File: src/rtl/cost_loader_pkg.sv
// Shared constants and FSM encoding for the cost_loader front-end stage.
package cost_loader_pkg;

  localparam int N      = 8;
  localparam int COST_W = 7;
  localparam int SUM_W  = 10;
  localparam int CNT_W  = 4;
  localparam int IDX_W  = 6;
  localparam int DEPTH  = N * N;
  localparam int TMO_W  = 21;

  typedef logic [0:0] state_t;

  localparam state_t LOAD = 1'b0;
  localparam state_t RUN  = 1'b1;

endpackage

File: src/rtl/cost_loader_if.sv
// Valid/ready stream carrying one 7-bit cost entry per transfer, row-major.
interface cost_loader_if;
  import cost_loader_pkg::*;

  logic              in_valid;
  logic [COST_W-1:0] in_data;
  logic              in_ready;

  modport master (output in_valid, output in_data, input in_ready);
  modport slave  (input in_valid, input in_data, output in_ready);

endinterface

File: src/rtl/cost_loader_mem.sv
// 64x7 cost register file: one synchronous write port, one combinational read port.
module cost_mem
  import cost_loader_pkg::*;
(
  input  logic              clk,
  input  logic              rst_n,
  input  logic              we,
  input  logic [IDX_W-1:0]  waddr,
  input  logic [COST_W-1:0] wdata,
  input  logic [IDX_W-1:0]  raddr,
  output logic [COST_W-1:0] rdata
);

  logic [COST_W-1:0] mem_reg [DEPTH];
  logic [DEPTH-1:0]  wsel;

  genvar gi;
  generate
    for (gi = 0; gi < DEPTH; gi++) begin : g_wsel
      assign wsel[gi] = we && (waddr == IDX_W'(gi));
    end
  endgenerate

  // Whole array clears on reset so the core never sees a stale matrix.
  always_ff @(posedge clk) begin
    for (int i = 0; i < DEPTH; i++) begin
      if (!rst_n) begin
        mem_reg[i] <= '0;
      end else if (wsel[i]) begin
        mem_reg[i] <= wdata;
      end
    end
  end

  assign rdata = mem_reg[raddr];

endmodule

File: src/rtl/cost_loader.sv
// Loads an 8x8 cost matrix, holds the core in reset until full, captures its result.
// Optional RUN watchdog enabled by defining COST_LOADER_TIMEOUT_EN.
module cost_loader
  import cost_loader_pkg::*;
#(
  parameter int TIMEOUT_CYCLES = 1048576
) (
  input  logic              CLK,
  input  logic              RST_N,
  cost_loader_if.slave      s,
  output logic              JAM_RST,
  input  logic [2:0]        W,
  input  logic [2:0]        J,
  output logic [COST_W-1:0] Cost,
  input  logic              jam_valid,
  input  logic [SUM_W-1:0]  jam_min,
  input  logic [CNT_W-1:0]  jam_count,
  output logic              res_valid,
  output logic [SUM_W-1:0]  res_min,
  output logic [CNT_W-1:0]  res_count,
  output logic              res_err
);

  if (TIMEOUT_CYCLES < 2 || TIMEOUT_CYCLES > (1 << TMO_W)) begin : g_bad_timeout
    $error("TIMEOUT_CYCLES out of range for the 21-bit watchdog");
  end

  state_t            state_reg;
  logic [IDX_W-1:0]  idx_reg;
  logic              jam_rst_reg;
  logic              res_valid_reg;
  logic [SUM_W-1:0]  res_min_reg;
  logic [CNT_W-1:0]  res_count_reg;
  logic              xfer;

  assign s.in_ready = (state_reg == LOAD);
  assign xfer       = (state_reg == LOAD) && s.in_valid;

`ifdef COST_LOADER_TIMEOUT_EN
  localparam logic [TMO_W-1:0] TO_LAST = TMO_W'(TIMEOUT_CYCLES - 1);
  logic [TMO_W-1:0] tmo_cnt_reg;
  logic             res_err_reg;
`endif

  always_ff @(posedge CLK) begin
    if (!RST_N) begin
      state_reg     <= LOAD;
      idx_reg       <= '0;
      jam_rst_reg   <= 1'b1;
      res_valid_reg <= 1'b0;
      res_min_reg   <= '0;
      res_count_reg <= '0;
`ifdef COST_LOADER_TIMEOUT_EN
      tmo_cnt_reg   <= '0;
      res_err_reg   <= 1'b0;
`endif
    end else begin
      res_valid_reg <= 1'b0;
`ifdef COST_LOADER_TIMEOUT_EN
      res_err_reg   <= 1'b0;
`endif
      case (state_reg)
        LOAD: begin
          if (xfer) begin
            idx_reg <= idx_reg + 1'b1;
            if (idx_reg == IDX_W'(DEPTH - 1)) begin
              state_reg   <= RUN;
              jam_rst_reg <= 1'b0;
`ifdef COST_LOADER_TIMEOUT_EN
              tmo_cnt_reg <= '0;
`endif
            end
          end
        end
        default: begin
          // A real result always beats a watchdog expiry on the same edge.
          if (jam_valid) begin
            res_min_reg   <= jam_min;
            res_count_reg <= jam_count;
            res_valid_reg <= 1'b1;
            state_reg     <= LOAD;
            jam_rst_reg   <= 1'b1;
          end
`ifdef COST_LOADER_TIMEOUT_EN
          else if (tmo_cnt_reg == TO_LAST) begin
            res_min_reg   <= '1;
            res_count_reg <= '0;
            res_valid_reg <= 1'b1;
            res_err_reg   <= 1'b1;
            state_reg     <= LOAD;
            jam_rst_reg   <= 1'b1;
          end else begin
            tmo_cnt_reg <= tmo_cnt_reg + 1'b1;
          end
`endif
        end
      endcase
    end
  end

  cost_mem u_mem (
    .clk   (CLK),
    .rst_n (RST_N),
    .we    (xfer),
    .waddr (idx_reg),
    .wdata (s.in_data),
    .raddr ({W, J}),
    .rdata (Cost)
  );

  assign JAM_RST   = jam_rst_reg;
  assign res_valid = res_valid_reg;
  assign res_min   = res_min_reg;
  assign res_count = res_count_reg;
`ifdef COST_LOADER_TIMEOUT_EN
  assign res_err   = res_err_reg;
`else
  assign res_err   = 1'b0;
`endif

endmodule

File: src/flat_wrapper.sv
// flat-port wrapper written by rule: the top's interface ports become plain ports
module cost_loader_flat import cost_loader_pkg::*;
#(
  parameter int TIMEOUT_CYCLES = 1048576
)
  (CLK, RST_N, JAM_RST, W, J, Cost, jam_valid, jam_min, jam_count, res_valid, res_min, res_count, res_err, s_in_valid, s_in_data, s_in_ready);
  cost_loader_if s_i ();
  input  logic CLK;
  input  logic RST_N;
  output logic JAM_RST;
  input  logic [2:0] W;
  input  logic [2:0] J;
  output logic [COST_W-1:0] Cost;
  input  logic jam_valid;
  input  logic [SUM_W-1:0] jam_min;
  input  logic [CNT_W-1:0] jam_count;
  output logic res_valid;
  output logic [SUM_W-1:0] res_min;
  output logic [CNT_W-1:0] res_count;
  output logic res_err;
  input wire logic [$bits(s_i.in_valid)-1:0] s_in_valid;
  input wire logic [$bits(s_i.in_data)-1:0] s_in_data;
  output wire logic [$bits(s_i.in_ready)-1:0] s_in_ready;
  assign s_i.in_valid = s_in_valid;
  assign s_i.in_data = s_in_data;
  assign s_in_ready = s_i.in_ready;
  cost_loader #(.TIMEOUT_CYCLES(TIMEOUT_CYCLES)) u_core (.CLK(CLK), .RST_N(RST_N), .s(s_i), .JAM_RST(JAM_RST), .W(W), .J(J), .Cost(Cost), .jam_valid(jam_valid), .jam_min(jam_min), .jam_count(jam_count), .res_valid(res_valid), .res_min(res_min), .res_count(res_count), .res_err(res_err));
endmodule
File: config.mk
export PLATFORM = sky130hd
export DESIGN_NAME = cost_loader_flat
export DESIGN_NICKNAME = d
export VERILOG_FILES = /design/src/rtl/cost_loader_pkg.sv /design/src/rtl/cost_loader_if.sv /design/src/rtl/cost_loader_mem.sv /design/src/rtl/cost_loader.sv /design/src/flat_wrapper.sv
export SDC_FILE = /design/constraint.sdc
export NUM_CORES = 1
export LEC_CHECK = 0
export BUFFER_PORTS_ARGS = -buffer_cell sky130_fd_sc_hd__buf_2
export CORE_MARGIN = 5
export CORE_UTILIZATION = 50
export CTS_CLUSTER_SIZE = 30
export DETAILED_ROUTE_END_ITERATION = 6
export GPL_TIMING_DRIVEN = 0
export MAX_ROUTING_LAYER = met4
export PLACE_DENSITY_LB_ADDON = 0.25
export SLEW_MARGIN = 0
export SYNTH_ARGS = -nofsm -noshare
export SYNTH_HDL_FRONTEND = slang
export SYNTH_SLANG_ARGS = --single-unit
File: constraint.sdc
create_clock -name CLK -period 2.35 [get_ports CLK]
set_clock_uncertainty 0.1 [all_clocks]
set_input_delay 0.47 -clock CLK [delete_from_list [all_inputs] [get_ports CLK]]
set_output_delay 0.47 -clock CLK [all_outputs]
set_load 0.05 [all_outputs]
# Yosys cells after proc, flatten, opt, wreduce, memory -nomap -nowiden
# Memories as Yosys holds them, arrays and structs flattened.
# Index checks and enable logic that the tools add are counted.
[totals] ff_bits=23 ram_bits=448 in_bits=31 output_inout_bits=25 elab_cells=475 mem_count=1
[op_classes] addsub=1 eq_ne=64 mux=266 bitwise=65 reduce_logical=72
[memory_table] name="u_core.u_mem.mem_reg" depth=64 width=7 read_ports=1 rd_clocked_by_memory_dff=0 write_ports=64 line_no="cost_loader_mem.sv:14" rtl="logic [COST_W-1:0] mem_reg [DEPTH];"
[op_table] cell="2-to-1 mux 7 bit" count=64
[op_table] cell="2-to-1 mux 1 bit" count=202
[op_table] cell="equality test 6 bit (second input constant)" count=32
[op_table] cell="equality test 6 x 5 -> 1 bit (second input constant)" count=16
[op_table] cell="logical AND 1 bit" count=65
[op_table] cell="bitwise OR 1 bit" count=64
[op_table] cell="equality test 6 x 4 -> 1 bit (second input constant)" count=8
[op_table] cell="equality test 6 x 3 -> 1 bit (second input constant)" count=4
[op_table] cell="equality test 6 x 2 -> 1 bit (second input constant)" count=2
[op_table] cell="adder 6 x 1 -> 6 bit (second input constant)" count=1
[op_table] cell="equality test 6 x 1 -> 1 bit (second input constant)" count=1
[op_table] cell="logical NOT 6 bit" count=1
[op_table] cell="AND reduction 2 bit" count=3
[op_table] cell="nonzero test 2 bit" count=2
[op_table] cell="AND reduction 3 bit" count=1
[op_table] cell="!= test 2 bit (second input constant)" count=1
[op_table] cell="inverter 1 bit" count=1

# Depth between registers and ports, before layout
[depth] ltp_word=7 mapped_depth=8 mapped_depth_nobuf=5

# By module
# A second synthesis with hierarchy kept.
[hier_totals] hier_cells=1496 hier_area_um2=21863.5
[by_module_without_submodules] mod="cost_mem" instances=1 cells_per_inst=1422 area_each_um2=21008.9
[by_module_without_submodules] mod="cost_loader" instances=1 cells_per_inst=74 area_each_um2=854.6

# Least setup slack after synthesis
# Ideal clock, no wire load.
[synth_path] path_kind="in2out" start="in W[0]" end="out Cost[2]" arrival_time_ns=2.643 t_required_ns=1.780 path_slack_ns=-0.863 stages=5 path_buffers=3 path_cell_list="clkbuf_1 > clkbuf_1 > clkbuf_1 > a21oi_1 > o311ai_1"
[synth_between] elab_chain_len=1
[synth_lines] element="from (decl)" line_no="flat_wrapper.sv:11" rtl="input logic [2:0] W;"
[synth_lines] element="memory (64 x 7 bit)"
[synth_lines] element="to (decl)" line_no="flat_wrapper.sv:13" rtl="output logic [COST_W-1:0] Cost;"
# No other way between the ends.

# Worst setup path after layout
[layout_path] start="mem u_core.u_mem.mem_reg[46][1]" end="out Cost[1]"
[layout_between] elab_chain_len=1
[layout_lines] element="from (decl)" line_no="cost_loader_mem.sv:14"
[layout_lines] element="memory (64 x 7 bit)"
# No other way between the ends.

==> flow_metrics.tcl <==
set metrics [dict create \
    place.gp.congestion 1.129 \
    cp_max_fo 1 \
    synth_area_leaders "edfxtp_1, mux4_2, and2_1, and3_1, dfxtp_1" \
    pin_count 56 \
    cp-start-kind "register" \
    layout.nets 1714 \
    yosysSeqAreaShare_pct 63.26 \
    num_antenna_cells 0 \
    max_slew_margin_pct 12.11 \
    cp.arrival_ns 2.48 \
    area.growth.synth_to_final_pct 20.60 \
    coreArea_um2 43270 \
    yosys.area.top_type_share_pct 61.16 \
    vdd_drop_max_uv 454.6 \
    finalMaxSlewViolations 0 \
    antenna_found_initial 3 \
    p_per_area_nw_per_um2 735.5 \
    dr.first_iter.drc_count 2168 \
    wl_per_cell_um 31.79 \
    die_x_um 219.7 \
    first_pass_iters 5 \
    violations "negative setup slack" \
    min_path_type "in2reg" \
    start_util_pct 50.84 \
    grt_pass1_vias 14700 \
    grt_pass1_wl_um 104600 \
    synth_warnings 0 \
    portBuffers 43 \
    final_cells 2303 \
    synth_edf_count 448 \
    drcViolationCount 0 \
    dp.cells 2174 \
    ant_nets 0 \
    cts_buffer_depth 3 \
    use_met3_pct 8.064 \
    synth_cells 1546 \
    final_util_pct 61.31 \
    synth_cell_types 53 \
    leakage_nw 10.04 \
    hold_violations 0 \
    fp.dieArea_um2 48280 \
    grt_overflow 0 \
    grt_max_degree 14 \
    fill_cells 3224 \
    setup_viol 7 \
    htree_num_levels 2 \
    clk_latency_ns 0.61 \
    yosysMostFrequentCell "edfxtp_1" \
    drt-vias-per-instance 6.531 \
    drive_gt1_share_pct 28.46 \
    syn_nets 1582 \
    ys.flop_type "edfxtp_1" \
    vias 15040 \
    netlist_area_um2 21990 \
    cts_buffers 50 \
    max_freq_mhz 327.3 \
    drt_wl_total_um 73200 \
    clkSlewWorstSetupHoldPaths_ns 0.06 \
    dpl.hpwl_um 50660 \
    timing.final.crit_share_pct 130.0 \
    gr-max-usage-layer "met2" \
    worstPathRequired_ns 1.78 \
    die_h_um 219.7 \
    critical_path_class "reg2out" \
    cts_sinks 471 \
    worstMarginPinSlew_ns 1.318 \
    ys_async_sr_fraction_pct 0 \
    syn_area_per_cell_um2 14.23 \
    yosysTopAreaCell "edfxtp_1" \
    ys_ff_latch 471 \
    cts_root_buf "clkbuf_16" \
    synth.top_cells.by_count "edfxtp_1, and2_1, and3_1" \
    largest_reg_flops 448 \
    timing.final.ws_setup_ns -0.7050 \
    core.rowCount 76 \
    rsz0062_at_grt "true" \
    maxCapViolCount 0 \
    grt_use_total_pct 31.38 \
    status "finished, violations left" \
    fin_crit_ns 3.055 \
    cts_tree "done" \
    use_met2_pct 46.47 \
    use_met1_pct 41.93 \
    finalPower_w 0.01951 \
    cp-end-kind "output port" \
    pre_cts_slack_ns -1.476 \
]
## cell families (layout without fill, tap and decap cells)
kind of cell / after synthesis / after routing / share of synthesized area [%]
flops: 471 / 471 / 63.26
mux: 129 / 129 / 12.17
fa+ha+maj: 5 / 5 / 0.2844
compound gates: 150 / 150 / 4.209
simple gates: 627 / 627 / 16.52
other cells: 1 / 1 / 0.01705
xor+xnor: 4 / 4 / 0.1593
buf+inv: 159 / 331 / 3.379
## stage by stage
step	hold WS, ns	setup TNS, ns	area, um^2
2_1_floorplan	0.3845	-1.243	22160
3_3_place_gp	0.3417	-300.85	23110
3_5_place_dp	0.3494	-330.00	23110
4_1_cts	0.002184	-11.85	26160
5_1_grt	0.03130	-4.762	26530
6_report	0.02395	-4.580	26530
## timing repair
item,CTS,global route
resized for setup,317,83
setup endpoints to repair,625,701
buffers inserted,17,13
endpoints found under the hold margin,13,0
pin swaps,14,12
cloned,3,0
hold buffers,13,0
## area by class of cell
class                   count  area, um^2  share of cell area [%]
plain buffers             144        1042                   3.929
clock buffers              70        1405                   5.297
clock inverters            22       197.7                  0.7453
inverters                   6       22.52                 0.08491
multi-input cells         916        8416                   31.73
flip-flops and latches    471       13910                   52.46
well taps                 585       732.0                   2.759
repair buffers             89       795.8                   3.000
## where the power goes
group          switching, W  internal (W)  leakage, nW
Combinational       0.00129      0.000738         4.51
Clock               0.00340       0.00450        0.783
Sequential         0.000106       0.00947         4.74
## worst max-delay path, stage by stage, from the launching register on
cell      delay, ns
edfxtp_1       0.41
mux4_2         0.48
mux2_4         0.31
o21ai_2        0.12
o22ai_1        0.10
a22o_2         0.28
buf_8          0.16
## worst paths after layout
kind	from	end	slack, ns	depth (start not counted)
worst max-delay path	u_core.u_mem.mem_reg[46][1]	Cost[1]	-0.70	6
worst min-delay path	jam_count[0]	u_core.res_count[0]	0.02	3
worst max register to register	u_core.idx_reg[3]	u_core.u_mem.mem_reg[25][6]	0.04	4
worst min register to register	u_core.res_min[4]	u_core.res_min[4]	0.36	2
## placed cells by master, fill, tap and decap left out, types with 19 or more instances in the layout
cell | synthesis | routed
nor2_1 | 45 | 23
clkbuf_16 | 0 | 51
and3_1 | 208 | 208
o21ai_2 | 0 | 19
buf_2 | 16 | 43
nand2_1 | 65 | 55
clkbuf_2 | 0 | 30
and2_1 | 249 | 249
clkbuf_1 | 112 | 78
edfxtp_1 | 448 | 448
buf_4 | 6 | 25
dfxtp_1 | 23 | 22
o21ai_4 | 0 | 49
nor2_2 | 10 | 26
mux4_2 | 109 | 110
## metal layers
layer  part of all wire [%]  up-vias  routed length, um
met5                      0        -                  0
met4                    5.4        0               3984
met3                     12      235               8956
met2                     45     1119              32930
met1                     37     7582              27330
li1                       -     6105                  -
Note: power is estimated with default switching activity, not from simulation.
